$ cat src/rtl/mmcm_clksel_seq.sv
// rtl/mmcm_clksel_seq.sv - MMCM input clock select switch with reset, lock wait and retry sequencing
module mmcm_clksel_seq #(
   parameter logic INIT_SEL      = 1'b0,
   parameter int   SETTLE_CYCLES = 4,
   parameter int   RST_CYCLES    = 16,
   parameter int   LOCK_TIMEOUT  = 50000,
   parameter int   MAX_RETRY     = 3
) (
   input  logic clk,
   input  logic resetn,
   input  logic req,
   input  logic req_sel,
   input  logic locked,
   output logic mmcm_rst,
   output logic clk_in_sel,
   output logic ready,
   output logic done,
   output logic err,
   output logic locked_q
);

   typedef enum logic [2:0] {
      ST_PRE,
      ST_SEL,
      ST_WAIT_LOCK,
      ST_READY,
      ST_FAIL
   } state_t;

   localparam logic [15:0] SETTLE_LAST  = 16'(SETTLE_CYCLES - 1);
   localparam logic [15:0] RST_LAST     = 16'(RST_CYCLES - 1);
   localparam logic [15:0] TIMEOUT_LAST = 16'(LOCK_TIMEOUT - 1);
   localparam logic [4:0]  RETRY_LIM    = 5'(MAX_RETRY);

   state_t      state;
   state_t      state_nxt;
   logic [15:0] cnt;
   logic [15:0] cnt_nxt;
   logic [3:0]  rtry;
   logic [3:0]  rtry_nxt;
   logic [4:0]  rtry_inc;
   logic        pending;
   logic        pending_nxt;
   logic        sel_load;
   logic        done_q;
   logic        done_nxt;
   logic        lock_hit;
   logic        locked_m;
   logic        locked_s;

   always_ff @(posedge clk or negedge resetn) begin
      if (!resetn) begin
         locked_m <= 1'b0;
         locked_s <= 1'b0;
      end else begin
         locked_m <= locked;
         locked_s <= locked_m;
      end
   end

   // mmcm_rst is registered from the next state so the MMCM reset pin never glitches
   always_ff @(posedge clk or negedge resetn) begin
      if (!resetn) begin
         state      <= ST_SEL;
         cnt        <= '0;
         rtry       <= '0;
         pending    <= INIT_SEL;
         clk_in_sel <= INIT_SEL;
         mmcm_rst   <= 1'b1;
         done_q     <= 1'b0;
      end else begin
         state    <= state_nxt;
         cnt      <= cnt_nxt;
         rtry     <= rtry_nxt;
         pending  <= pending_nxt;
         done_q   <= done_nxt;
         mmcm_rst <= !(state_nxt == ST_WAIT_LOCK || state_nxt == ST_READY);
         if (sel_load) begin
            clk_in_sel <= pending;
         end
      end
   end

   assign rtry_inc = {1'b0, rtry} + 5'd1;

   always_comb begin
      state_nxt   = state;
      cnt_nxt     = cnt + 16'd1;
      rtry_nxt    = rtry;
      pending_nxt = pending;
      done_nxt    = 1'b0;
      sel_load    = 1'b0;
      case (state)
         ST_PRE: begin
            if (cnt == SETTLE_LAST) begin
               state_nxt = ST_SEL;
               cnt_nxt   = '0;
               sel_load  = 1'b1;
            end
         end
         ST_SEL: begin
            if (cnt == RST_LAST) begin
               state_nxt = ST_WAIT_LOCK;
               cnt_nxt   = '0;
            end
         end
         ST_WAIT_LOCK: begin
            // a lock arriving on the timeout cycle still counts as success
            if (locked_s) begin
               state_nxt = ST_READY;
               cnt_nxt   = '0;
               rtry_nxt  = '0;
            end else if (cnt == TIMEOUT_LAST) begin
               cnt_nxt   = '0;
               rtry_nxt  = rtry_inc[3:0];
               state_nxt = (rtry_inc < RETRY_LIM) ? ST_PRE : ST_FAIL;
            end
         end
         ST_READY: begin
            cnt_nxt = '0;
            if (req && (req_sel != clk_in_sel || !locked_s)) begin
               pending_nxt = req_sel;
               rtry_nxt    = '0;
               state_nxt   = ST_PRE;
            end else if (req) begin
               done_nxt = 1'b1;
            end else if (!locked_s) begin
               pending_nxt = clk_in_sel;
               rtry_nxt    = '0;
               state_nxt   = ST_PRE;
            end
         end
         ST_FAIL: begin
            cnt_nxt = '0;
            if (req) begin
               pending_nxt = req_sel;
               rtry_nxt    = '0;
               state_nxt   = ST_PRE;
            end
         end
         default: begin
            state_nxt = ST_SEL;
            cnt_nxt   = '0;
         end
      endcase
   end

   assign lock_hit = (state == ST_WAIT_LOCK) && locked_s;
   assign done     = done_q | lock_hit;
   assign ready    = (state == ST_READY) || (state == ST_FAIL);
   assign err      = (state == ST_FAIL);
   assign locked_q = locked_s && (state == ST_READY);

endmodule
$ cat config.mk
export PLATFORM = sky130hd
export DESIGN_NAME = mmcm_clksel_seq
export DESIGN_NICKNAME = d
export VERILOG_FILES = /design/src/rtl/mmcm_clksel_seq.sv
export SDC_FILE = /design/constraint.sdc
export NUM_CORES = 1
export LEC_CHECK = 0
export CAP_MARGIN = 10
export CORE_UTILIZATION = 62
export CTS_CLUSTER_SIZE = 28
export DETAILED_ROUTE_END_ITERATION = 10
export GPL_ROUTABILITY_DRIVEN = 0
export PLACE_DENSITY = 0.85
export SYNTH_ARGS = -nofsm -noshare
export SYNTH_HDL_FRONTEND = slang
export SYNTH_SLANG_ARGS = --single-unit
$ cat constraint.sdc
create_clock -name clk -period 3.59 [get_ports clk]
set_input_delay 0.718 -clock clk [delete_from_list [all_inputs] [get_ports clk]]
set_output_delay 0.718 -clock clk [all_outputs]
set_load 0.01 [all_outputs]
Word level (Yosys, flattened, before mapping)
Cells that the tools add are included.
W data, S select, Z words.
- add/sub/neg operators: 2
- $lt $le $gt $ge: 1
- eq/ne operators: 14
- multiplexer cells: 32
- bitwise logic cells: 1
- reduce and logical (&&, ||, !) cells: 13
- operators with widths (operator ; number):
    $mux W16 ; 4
    $pmux W16 S3 ; 1
    $mux W3 ; 9
    $mux W4 ; 6
    $add A16 B1 Y16 const B ; 1
    $eq A16 B16 Y1 const B ; 1
    $eq A16 B2 Y1 const B ; 1
    $eq A16 B4 Y1 const B ; 1
    $pmux W3 S5 ; 1
    $eq A3 B2 Y1 const B ; 4
    $pmux W4 S3 ; 1
    $mux W1 ; 9
    $ne A3 B3 Y1 const B ; 3
    $add A4 B1 Y5 const B ; 1
    $lt A5 B2 Y1 const B ; 1
    $reduce_and A5 Y1 ; 1
    $reduce_and A4 Y1 ; 1
    $eq A3 B1 Y1 const B ; 1
    $eq A3 B3 Y1 const B ; 1
    $logic_and A1 B1 Y1 ; 3
    $logic_not A3 Y1 ; 1
    $logic_or A1 B1 Y1 ; 3
    $reduce_bool A3 Y1 ; 1
    $logic_not A1 Y1 ; 2
    other kinds (5) ; 5
- flip-flop bits (word level): 29
- input bits: 5
- output and inout bits: 6
- logic and storage cells: 72

Logic depth before layout (Yosys ltp)
Gate-level depths: netlist of the first run.
- depth in word-level cells: 9
- mapped depth: 8
- mapped depth without buffers: 6

Worst setup path after synthesis of the first run
OpenSTA, ideal clock, no wires.
- path kind: register to output
- start point: reg state[0]
- end point: out locked_q
- data arrival time: 1.060 ns
- required time: 2.872 ns
- setup slack: 1.812 ns
- cell stages (with the launch flop): 3
- path buffers: 1
- cell sequence: dfstp_2 -> clkbuf_1 -> and3_1
- longest elaborated chain between the ends: 2
- RTL lines (item ; line ; RTL):
    start: declaration ; 35 ; state_t state;
    start signal: assignment ; 72 ; state <= state_nxt;
    $eq A3 B2 Y1 ; 152 ; assign locked_q = locked_s && (state == ST_READY);
    $logic_and A1 B1 Y1 ; 152 ;
    end: declaration ; 19 ; output logic locked_q
Every way passes these cells.

Worst setup path after layout of the first run
- start point: reg state[1]
- end point: out done
- longest elaborated chain between the ends: 3
- RTL lines (item ; line ; RTL):
    $eq A3 B2 Y1 ; 148 ; assign lock_hit = (state == ST_WAIT_LOCK) && locked_s;
    $logic_and A1 B1 Y1 ; 148 ;
    $or A1 B1 Y1 ; 149 ; assign done = done_q | lock_hit;
    end: declaration ; 17 ; output logic done,
Every way passes these cells.

==> results of run 1 <==
## worst reg2reg max path, stage by stage (launching register included)
cell and delay, ns:
dfrtp_1 0.46, nor4_4 0.34, nand4_1 0.20, o21ai_1 0.23, and3_1 0.56, nor2_1 0.13
## through the flow
step / std cells / instance area [sq um] / worst slack [ns] / power, W
floorplan: 160 / 1550 / 1.81 / 0.000710
global route: 202 / 1740 / 0.814 / 0.00109
global placement: 194 / 1670 / 1.35 / 0.000771
finish: 202 / 1740 / 0.935 / 0.00102
detailed placement: 194 / 1670 / 1.28 / 0.000788
CTS: 202 / 1740 / 0.939 / 0.00102
## power by group through the flow
stage	registers (W)	logic, W	clock network, W
floorplan	0.000442	0.000268	0
global route	0.000470	0.000369	0.000252
finish	0.000459	0.000327	0.000236
CTS	0.000457	0.000327	0.000238
global placement	0.000461	0.000310	0
detailed placement	0.000463	0.000325	0
## cells by family after synthesis
group           count (synthesis)  share of synthesized area
simple gates                   79                      0.283
mux                             2                     0.0137
buf+inv                         8                     0.0274
xor+xnor                       13                     0.0733
flops                          29                      0.469
compound gates                 27                      0.118
fa+ha+maj                       2                     0.0161
## area by class of cell
cell class	instances	area, sq um
Multi-Input combinational cell	123	783
Sequential cell	29	728
Fill cell	162	562
Timing Repair Buffer	11	108
Clock buffer	7	65.1
Tap cell	28	35.0
Inverter	3	11.3
Clock inverter	1	5.00
## layer usage
metal	wire length, um	track usage
met2	1330	0.402
met3	134	0.0789
met1	1400	0.340
met4	46	0.104
met5	0	0
## synthesized netlist by cell type (all sizes together), types with 2 or more instances
master / number
nand3b: 3
or2: 3
dfrtp: 27
nor3: 4
nand4: 4
o21ai: 10
nor2b: 4
nand3: 7
a21oi: 4
clkbuf: 2
inv: 3
nor3b: 2
nor2: 21
and4: 5
nand2: 15
dfstp: 2
xor2: 6
xnor2: 7
and3: 3
o31ai: 2
ha: 2
buf: 3
nand2b: 6
## layout by cell type, fill, tap and decap left out, types with 2 or more instances in the layout
cell type and instances:
ha_1 2, nor2_1 21, nand3b_1 3, nand2b_1 6, o21ai_0 9, clkdlybuf4s50_1 10, and3_1 3, a21oi_1 4
xnor2_1 7, and4_1 5, o31ai_1 2, nor3_1 3, nand2_1 15, clkbuf_4 5, clkbuf_8 2, nand3_1 7
dfrtp_1 27, nand4_1 3, nor2b_1 4, dfstp_2 2, xor2_1 6, inv_1 3
## flip-flops by register name, summed over array words and instances (netlist names)
| register | count |
|---|---|
| cnt | 16 |
| state | 3 |
| done_q | 1 |
| rtry | 4 |
| mmcm_rst | 1 |
| pending | 1 |
| clk_in_sel | 1 |
| locked_m | 1 |
| locked_s | 1 |
## worst min path at each step
stage / end / slack [ns] / from
finish: locked_s$_DFF_PN0_ / 0.34 / locked_m$_DFF_PN0_
floorplan: locked_s$_DFF_PN0_ / 0.33 / locked_m$_DFF_PN0_
detailed placement: locked_s$_DFF_PN0_ / 0.34 / locked_m$_DFF_PN0_
global route: locked_s$_DFF_PN0_ / 0.35 / locked_m$_DFF_PN0_
CTS: locked_s$_DFF_PN0_ / 0.36 / locked_m$_DFF_PN0_
global placement: locked_s$_DFF_PN0_ / 0.33 / locked_m$_DFF_PN0_
==> impl_metrics.tcl, run 1 <==
set metrics [dict create \
    port_buffers 10 \
    antenna_left 0 \
    final_util 0.755 \
    ctsHtreeMaxLevel 2 \
    path_class "reg2out" \
    wirelength_um 2920 \
    ys_seq_area_frac 0.469 \
    p_per_area_nw_per_um2 589 \
    cts_inserted_buffers 5 \
    cts_tree "built" \
    cts_resized 0 \
    p_sw_w 0.000381 \
    initial_core_util 0.676 \
    area.growth.synth_to_final_pct 11.7 \
    ys_warn_count 0 \
    grt_pass1_vias 1133 \
    endpoint_kind "output port" \
    startpoint "state[1]$_DFF_PN0_" \
    synth_cells 160 \
    synth_area_leaders "dfrtp_1 43%, nor2_1 5.1%, xnor2_1 3.9%" \
    ys_types 46 \
    post_cts_buffers 0 \
    crit_slowest_cell "clkdlybuf4s50_1" \
    antenna_found_initial 0 \
    ir_drop_mv 0.522 \
    die_x_um 52.1 \
    rr_endpoint "cnt[9]$_DFF_PN0_" \
    hold_buffers 0 \
    num_rows 17 \
    setup_viol 0 \
    yosys.area.top_type "dfrtp_1" \
    rsz0062_at_grt "false" \
    skew_ns 0.0148 \
    crit_path_max_fanout 9 \
    diodes 0 \
    grt-ovfl-total 0 \
    clockBufferDepth 2 \
    ios 11 \
    drt_first_pass_iters 4 \
    vias_per_cell 5.88 \
    fmax_mhz 377 \
    netlist_area_sq_um 1550 \
    crit_family "buffers and inverters" \
    worst_slew_pin_slew_ns 0.579 \
    grt_start_max_net_pins 30 \
    synth_top_area_share 0.435 \
    clk_pin_slew_ns 0.11 \
    synth_edf_count 0 \
    post_synth.cell_area_avg_sq_um 9.71 \
    nNetsFinal 180 \
    crit_path_cell_trace "nor2b_1, nand2_1, o21bai_1, clkdlybuf4s50_1" \
    drv_cap 0 \
    power_frac_clock 0.231 \
    fin_crit_sh 0.739 \
    p_leak_nw 0.768 \
    max_stage_delay_ns 0.55 \
    r2r_slack_ns 1.54 \
    hold_violations 0 \
    slew_viol_final 0 \
    fin_setup_tns_ns 0 \
    wire_per_inst_um 14.4 \
    fp.coreArea_sq_um 2300 \
    vias 1188 \
    intPower_w 0.000640 \
    synth_seq_cells 29 \
    critPathLaunchType "flip-flop" \
    root_buffer "clkbuf_4" \
    grt_usage 0.261 \
    rr_worst_depth 5 \
    cp.required_ns 2.87 \
    cts_sinks 29 \
    swShare 0.373 \
    synthesis.nets 167 \
    drc_errors 0 \
    crit_arrival_ns 1.94 \
    status "completed" \
    seq_power_share 0.449 \
    pwr-share-comb 0.320 \
    setup.worst_path.end "done" \
    die_h_um 52.1 \
    drt_iter0_markers 29 \
    worst-path-buf-inv 1 \
    hold_depth 0 \
    drive_gt1_frac 0.109 \
    relSlewSlack 0.614 \
    min_path_type "reg2reg" \
    worstReg2RegStart "cnt[10]$_DFF_PN0_" \
    ys.flop_type "dfrtp_1" \
    dieArea_sq_um 2710 \
    whs_ns 0.345 \
    fin_crit_ns 2.65 \
    async_reset_ff_frac 1.00 \
    dp_hpwl_um 1990 \
    clk_latency_ns 0.35 \
    grt_pass1_wl_um 4950 \
    cp.depth 4 \
]
No activity file was read; power rests on OpenSTA's default activity.
==> run 2: changes to the inputs <==
Settings changed: CORE_UTILIZATION 62 to 52, PLACE_DENSITY 0.85 to 0.77.
Clock period 3.59 ns to 2.4 ns, I/O delays scaled along.
==> run 2 against run 1 <==
Against the previous run:
- the flow now finishes with violations (DRC)
- critical path type unchanged
- sequential share of layout area down 0.22 points
- largest power group unchanged
- combinational power up 48%
- count of clock-buffer cells in the layout unchanged
- final area up 0.87%
- utilization down 13 points
- global-route usage down 4.8 points
==> impl_metrics.tcl, run 2 (same netlist as run 1, synthesis figures left out) <==
set metrics [dict create \
    hold_buffers 0 \
    wirelength_um 2980 \
    endpoint_kind "output port" \
    rr_endpoint "cnt[8]$_DFF_PN0_" \
    vias_per_cell 5.76 \
    cts_tree "built" \
    relSlewSlack 0.625 \
    skew_ns 0.0106 \
    largest_reg_flops 16 \
    area.growth.synth_to_final_pct 12.6 \
    ir_drop_mv 0.520 \
    worst_slew_pin_slew_ns 0.562 \
    grt-ovfl-total 0 \
    clockBufferDepth 2 \
    p_leak_nw 0.767 \
    ctsHtreeMaxLevel 2 \
    slew_viol_final 0 \
    dpl.cell_count 197 \
    min_path_type "reg2reg" \
    grt_pass1_wl_um 5150 \
    initial_core_util 0.554 \
    r2r_slack_ns 0.37 \
    path_class "reg2out" \
    largest_registers "cnt x16, rtry x4, state x3" \
    fin_crit_sh 0.947 \
    cp.required_ns 1.92 \
    critPathLaunchType "flip-flop" \
    drt_iter0_markers 61 \
    diodes 0 \
    ios 11 \
    hold_depth 0 \
    dp_hpwl_um 2120 \
    vias 1180 \
    cts_sinks 29 \
    die_h_um 56.7 \
    die_x_um 56.7 \
    grt_pass1_vias 1147 \
    fin_cells 205 \
    status "complete, but fails checks" \
    failed_checks "DRC" \
    drv_cap 0 \
    num_rows 19 \
    p_per_area_nw_per_um2 867 \
    grt_usage 0.213 \
    timing.final.ws_setup_ns 0.127 \
    port_buffers 10 \
    grt_start_max_net_pins 30 \
    setup_viol 0 \
    final_cell_mix "25 x dfrtp_1, 21 x nor2_1, 15 x nand2_1" \
    layout_commonest_cell "dfrtp_1" \
    fp.coreArea_sq_um 2810 \
    regMostFlops "cnt" \
    post-place-ws_ns 0.271 \
    antenna_left 0 \
    drc_errors 6 \
    rr_worst_depth 5 \
    clk_pin_slew_ns 0.08 \
    clk_latency_ns 0.33 \
    hold_violations 0 \
    min_to "locked_s$_DFF_PN0_" \
    fmax_mhz 440 \
    drive_gt1_frac 0.126 \
    hold_path.startpoint "locked_m$_DFF_PN0_" \
    worstReg2RegStart "cnt[10]$_DFF_PN0_" \
    rsz0062_at_grt "true" \
    crit_path_max_fanout 9 \
    dieArea_sq_um 3210 \
    cts_inserted_buffers 5 \
    drt_first_pass_iters 7 \
    root_buffer "clkbuf_4" \
    nNetsFinal 180 \
    fin_crit_ns 2.27 \
    antenna_found_initial 0 \
    wire_per_inst_um 14.5 \
    crit_arrival_ns 1.79 \
]
-- run 2: power breakdown --
group          switching, W  leakage [nW]  total [W]  internal (W)
Clock              0.000164        0.0413   0.000334      0.000169
Sequential         0.000118         0.384   0.000699      0.000581
Combinational      0.000273         0.342   0.000484      0.000211
Total              0.000555         0.767    0.00152      0.000962
-- run 2: routing by layer --
| layer | part of all wire | track usage |
|---|---|---|
| met1 | 0.44 | 0.252 |
| met3 | 0.038 | 0.0691 |
| met2 | 0.50 | 0.350 |
| met4 | 0.023 | 0.100 |
| met5 | 0 | 0 |
-- run 2: critical path, cell delays in order, from the launching register on --
cell             delay (ns)
dfrtp_2                0.46
nor2b_2                0.27
nand2_1                0.08
o21bai_1               0.12
clkdlybuf4s50_1        0.55
-- run 2: cell type report --
| class | count | area (sq um) |
|---|---|---|
| tap | 31 | 38.8 |
| timing repair buffer | 11 | 108 |
| clock inverter | 1 | 5.00 |
| sequential | 29 | 731 |
| fill | 261 | 1050 |
| inverter | 3 | 11.3 |
| multi-input combinational | 123 | 792 |
| clock buffer | 7 | 65.1 |
-- run 2: through the flow --
stage               setup TNS (ns)   util  area, sq um  hold slack (ns)  power, W
floorplan                        0      -         1550            0.184   0.00106
global placement                 0  0.595         1670            0.333   0.00115
detailed placement               0  0.595         1670            0.336   0.00118
CTS                              0  0.621         1740            0.357   0.00152
global route               -0.0202  0.624         1750            0.361   0.00163
finish                           0  0.624         1750            0.354   0.00152
-- run 2: what timing repair did --
action,4_1_cts,5_1_grt
endpoints found under the setup margin,1,4
gates resized for setup,1,3
buffers inserted,0,0
gates cloned,0,0
-- run 2: how the worst max path moves through the flow --
stage                       startpoint                  end  slack, ns  cells past startpoint
floorplan            cnt[10]$_DFF_PN0_    cnt[13]$_DFF_PN0_       0.78                      7
global placement               req_sel  rtry[0]$_DFFE_PN0P_       0.39                      6
detailed placement                 req  rtry[3]$_DFFE_PN0P_       0.27                      6
CTS                 state[2]$_DFF_PN0_                ready       0.06                      3
global route        state[1]$_DFF_PN0_                 done      -0.02                      4
finish              state[1]$_DFF_PN0_                 done       0.13                      4
==> patch 1: new RTL, flow settings as in run 2 <==
Change the parameter `INIT_SEL` from 1'b0 to 1'b1.
--- a/src/rtl/mmcm_clksel_seq.sv
+++ b/src/rtl/mmcm_clksel_seq.sv
@@ -1,5 +1,5 @@
 // rtl/mmcm_clksel_seq.sv - MMCM input clock select switch with reset, lock wait and retry sequencing
 module mmcm_clksel_seq #(
-   parameter logic INIT_SEL      = 1'b0,
+   parameter logic INIT_SEL      = 1'b1,
    parameter int   SETTLE_CYCLES = 4,
    parameter int   RST_CYCLES    = 16,
Formal check against the unedited RTL: not equivalent (Yosys sat finds a counterexample within 4 cycles, from zero or initial values and one cycle with resetn low).
==> patch 1 against run 2 <==
- the flow still finishes with violations (DRC)
- utilization increased by 0.54 points
- combinational power increased by 6.6%
- power increased by 2.4%
- wire length decreased by 2.1%
- sequential cell count unchanged
- area after synthesis increased by 0.16%
- die area increased by 0.16%
- worst setup slack improved by 0.021 ns
- clock skew decreased by 0.0027 ns
- cell area increased by 0.86%
==> patch 1: results <==
metrics = {
    "layout": {
        "final_layout_size_suffix_gt1_share_pct": 14.3,
        "instances_no_fill": 206,
        "filler_cell_count": 243,
    },
    "power_and_ir_drop": {
        "total_leakage_power_nw": 0.768,
    },
    "critical_path": {
        "critical_path_max_stage_delay_ns": 0.70,
        "timing.reg2reg.setup_slack_ns": 0.62,
        "worst_path_max_delay_cell": "sky130_fd_sc_hd__dfstp_2",
        "cp-startpoint": "state[0]",
        "rr_endpoint": "cnt[9]",
        "timing.reg2reg.worst_path_depth": 6,
    },
    "placement": {
        "dpl_cell_area_um2": 1680,
        "place.detailed.hpwl_um": 1990,
    },
    "timing": {
        "fin_ws_ns": 0.148,
        "skew_ns": 0.00795,
        "hold_ws_ns": 0.366,
        "max_slew_margin_pct": 74.8,
    },
    "synthesis": {
        "top_cell_types_by_occurrence_after_synthesis": "25 x sky130_fd_sc_hd__dfrtp_1, 21 x sky130_fd_sc_hd__nor2_1, 15 x sky130_fd_sc_hd__nand2_1",
        "postSynthAreaPerCell_um2": 9.73,
        "synth_compound_area_share_pct": 11.7,
    },
    "global_routing": {
        "grt_util_all_layers_pct": 21.8,
        "grt_pass1_wl_um": 5170,
    },
    "outcome": {
        "status": "finished with violations",
        "violations_in_the_final_reports": "DRC",
    },
    "detailed_routing": {
        "drt-total-wl_um": 2910,
        "post-route-drc-count": 2,
        "routed_via_density": 5.76,
    },
}
==> patch 1: per-layer routing <==
metal,global-route usage (%),wire length (um)
met3,5.76,90
met2,34.4,1430
met4,14.6,68
met5,0,0
met1,26.0,1320
==> patch 1: report_power, final <==
part	switching (mW)	internal, mW
combinational	0.281	0.234
clock	0.167	0.169
sequential	0.114	0.588
total	0.562	0.992
==> patch 1: repair_timing <==
item	4_1_cts	5_1_grt
gates resized for setup	1	4
pin swaps	0	0
setup endpoints to repair	1	4
buffers inserted	0	0
hold buffers	0	0
endpoints found under the hold margin	0	0
gates cloned	0	0
==> patch 1: layout make-up <==
type                    instances  area (um2)  area share (%)
repair buffers                 12         115            6.52
clock inverters                 1        5.00           0.283
flip-flops and latches         29         733            41.5
clock buffers                   7        65.1            3.69
inverters                       3        11.3           0.638
well taps                      31        38.8            2.20
multi-input cells             123         797            45.1
==> patch 1: worst max-delay path, delay by kind of cell (launching register included) <==
family	cells	cell delay, ns
buf+inv	1	0.53
flops	1	0.70
simple gates	1	0.21
==> patch 2: new RTL, config.mk and constraints of run 2 <==
Without the edit above. Encoding of `state_t`: now one-hot (5 bits for 5 states).
--- a/src/rtl/mmcm_clksel_seq.sv
+++ b/src/rtl/mmcm_clksel_seq.sv
@@ -20,10 +20,10 @@
 );
 
-   typedef enum logic [2:0] {
-      ST_PRE,
-      ST_SEL,
-      ST_WAIT_LOCK,
-      ST_READY,
-      ST_FAIL
+   typedef enum logic [4:0] {
+      ST_PRE       = 5'b00001,
+      ST_SEL       = 5'b00010,
+      ST_WAIT_LOCK = 5'b00100,
+      ST_READY     = 5'b01000,
+      ST_FAIL      = 5'b10000
    } state_t;
 
Formal check against the unedited RTL: same outputs for any inputs over 10 cycles, from zero or initial values and one cycle with resetn low; not proved beyond that.
==> patch 2 against run 2 <==
- sequential cell count increased by 2
- wire length increased by 12%
- largest cell class unchanged
- power decreased by 19%
- count of clock-buffer cells in the layout decreased by 2
- worst setup slack got worse by 0.057 ns
- global-route usage decreased by 0.19 points
- via count increased by 17%
- clock power decreased by 11%
- first-iteration DRC count decreased by 8.2%
- area after synthesis increased by 10%
- cell area increased by 13%
==> patch 2: results <==
metrics = {
    "outcome": {
        "status": "completed",
    },
    "cts": {
        "cts_inserted_buffers": 5,
        "ctsRootBufferMaster": "sky130_fd_sc_hd__clkbuf_4",
        "worst_skew_pair.late_latency_ns": 0.33,
        "cts_max_level": 2,
        "clkTransAtPathRegs_ns": 0.10,
        "clk_path_buf_depth": 2,
    },
    "critical_path": {
        "arrival_time_at_the_worst_endpoint_ns": 1.85,
        "critical_path.reg2reg.startpoint": "cnt[10]",
        "cp-startpoint": "state[1]",
        "crit_path_max_fanout": 5,
        "timing.reg2reg.setup_slack_ns": 0.21,
    },
    "synthesis": {
        "synth_ff_type": "sky130_fd_sc_hd__dfrtp_1",
        "synth-seq-area-share_pct": 45.4,
        "synthMuxAreaShare_pct": 3.07,
        "ys.warnings.count": 0,
        "synthTopCellsByArea": "sky130_fd_sc_hd__dfrtp_1 42%, sky130_fd_sc_hd__nor2_1 7.0%, sky130_fd_sc_hd__xor2_1 4.6%, sky130_fd_sc_hd__xnor2_1 4.1%, sky130_fd_sc_hd__o21ai_0 3.8%",
        "ys_async_sr_fraction_pct": 100,
        "synth_cell_types": 45,
        "post_synth_fa_ha_maj_area_fraction_pct": 1.46,
        "synth-xor-area-share_pct": 8.69,
        "top_cell_types_by_occurrence_after_synthesis": "32 x sky130_fd_sc_hd__nor2_1, 29 x sky130_fd_sc_hd__dfrtp_1, 13 x sky130_fd_sc_hd__o21ai_0",
        "synth_compound_area_share_pct": 9.93,
        "syn_nets": 187,
    },
    "min_path": {
        "worstHoldStart": "locked_m",
        "timing.hold.worst.class": "reg2reg",
    },
    "global_routing": {
        "grt_util_all_layers_pct": 21.1,
        "antenna_found_initial": 0,
        "grt_pass1_wl_um": 5390,
        "maximum_number_of_pins_on_one_net_before_global_route_repair": 32,
        "first_global_vias": 1264,
    },
    "detailed_routing": {
        "drt-total-wl_um": 3350,
        "routed_via_density": 5.60,
        "initialDrtViolationCount": 56,
        "drt-pass1-iter-count": 4,
    },
    "placement": {
        "place.detailed.hpwl_um": 2420,
        "pre_cts_slack_ns": 0.0558,
        "port_buffers": 10,
    },
    "timing": {
        "max_slew_margin_pct": 69.8,
        "final.min_clock_period_ns": 2.33,
        "skew_ns": 0.00773,
    },
    "layout": {
        "largest_registers": "cnt x16, state x5, rtry x4",
        "final_layout_size_suffix_gt1_share_pct": 17.3,
        "antenna_cells": 0,
        "final_nets": 208,
        "filler_cell_count": 252,
    },
    "power_and_ir_drop": {
        "total_leakage_power_nw": 0.853,
        "peakVddDrop_uv": 329,
    },
}
==> patch 2: changes by cell type after synthesis, sizes merged, moves of 3 or more <==
cell and delta:
nand2 -5, and4 -4, nor2 +12, nand3 +3, o21ai +3, xor2 +3
==> patch 2: final cells by class <==
class                           instances  area share (%)
Sequential cell                        31            39.4
Tap cell                               44            2.78
Clock buffer                            5            1.89
Multi-Input combinational cell        141            45.9
Inverter                                3           0.568
Timing Repair Buffer                   19            8.46
Clock inverter                          3            1.01
==> patch 2: worst max-delay path: stages, from the launching register on <==
cell,delay (ns)
sky130_fd_sc_hd__dfstp_2,0.40
sky130_fd_sc_hd__or2_2,0.34
sky130_fd_sc_hd__or3_4,0.40
sky130_fd_sc_hd__inv_1,0.11
sky130_fd_sc_hd__dlygate4sd2_1,0.28
==> patch 2: final timing paths <==
kind / cells after the start / end
hold / removal: 0 / locked_s
min in group asynchronous: 2 / done_q
max in group asynchronous: 2 / mmcm_rst
hold reg to reg: 0 / locked_s
setup / recovery: 4 / err
setup reg to reg: 6 / cnt[5]
==> patch 2: report_power, final <==
part | internal [mW] | switching (mW)
Sequential | 0.586 | 0.0742
Clock | 0.112 | 0.185
Combinational | 0.129 | 0.147
==> patch 2: through the flow <==
step | hold WS (ns) | cell area (um2) | power [mW] | cells | util, %
2_1_floorplan | 0.184 | 1710 | 0.876 | 180 | -
3_3_place_gp | 0.340 | 1870 | 0.932 | 233 | 60.8
3_5_place_dp | 0.347 | 1870 | 0.946 | 233 | 60.8
4_1_cts | 0.372 | 1940 | 1.25 | 242 | 63.1
5_1_grt | 0.383 | 1980 | 1.31 | 246 | 64.4
6_report | 0.364 | 1980 | 1.23 | 246 | 64.4
==> patch 2: routing by layer <==
metal | share of wire [%] | global-route usage (%)
met1 | 47 | 25.9
met2 | 49 | 35.3
met3 | 3.5 | 6.11
met4 | 0.60 | 7.48
met5 | 0 | 0
==> patch 2: what timing repair did <==
action,4_1_cts,5_1_grt
buffers inserted,1,4
gates resized for setup,5,3
setup endpoints to repair,4,2
==> patch 2: logic make-up (layout without fill, tap and decap cells) <==
kind of cell               count (synthesis)  after routing
DFF                                       31             31
and+or+nand+nor                           90             90
buffers and inverters                      8             30
muxes                                      5              5
AOI/OAI and AO/OA                         27             27
xor gates and xnor gates                  17             17
adders and majority gates                  2              2
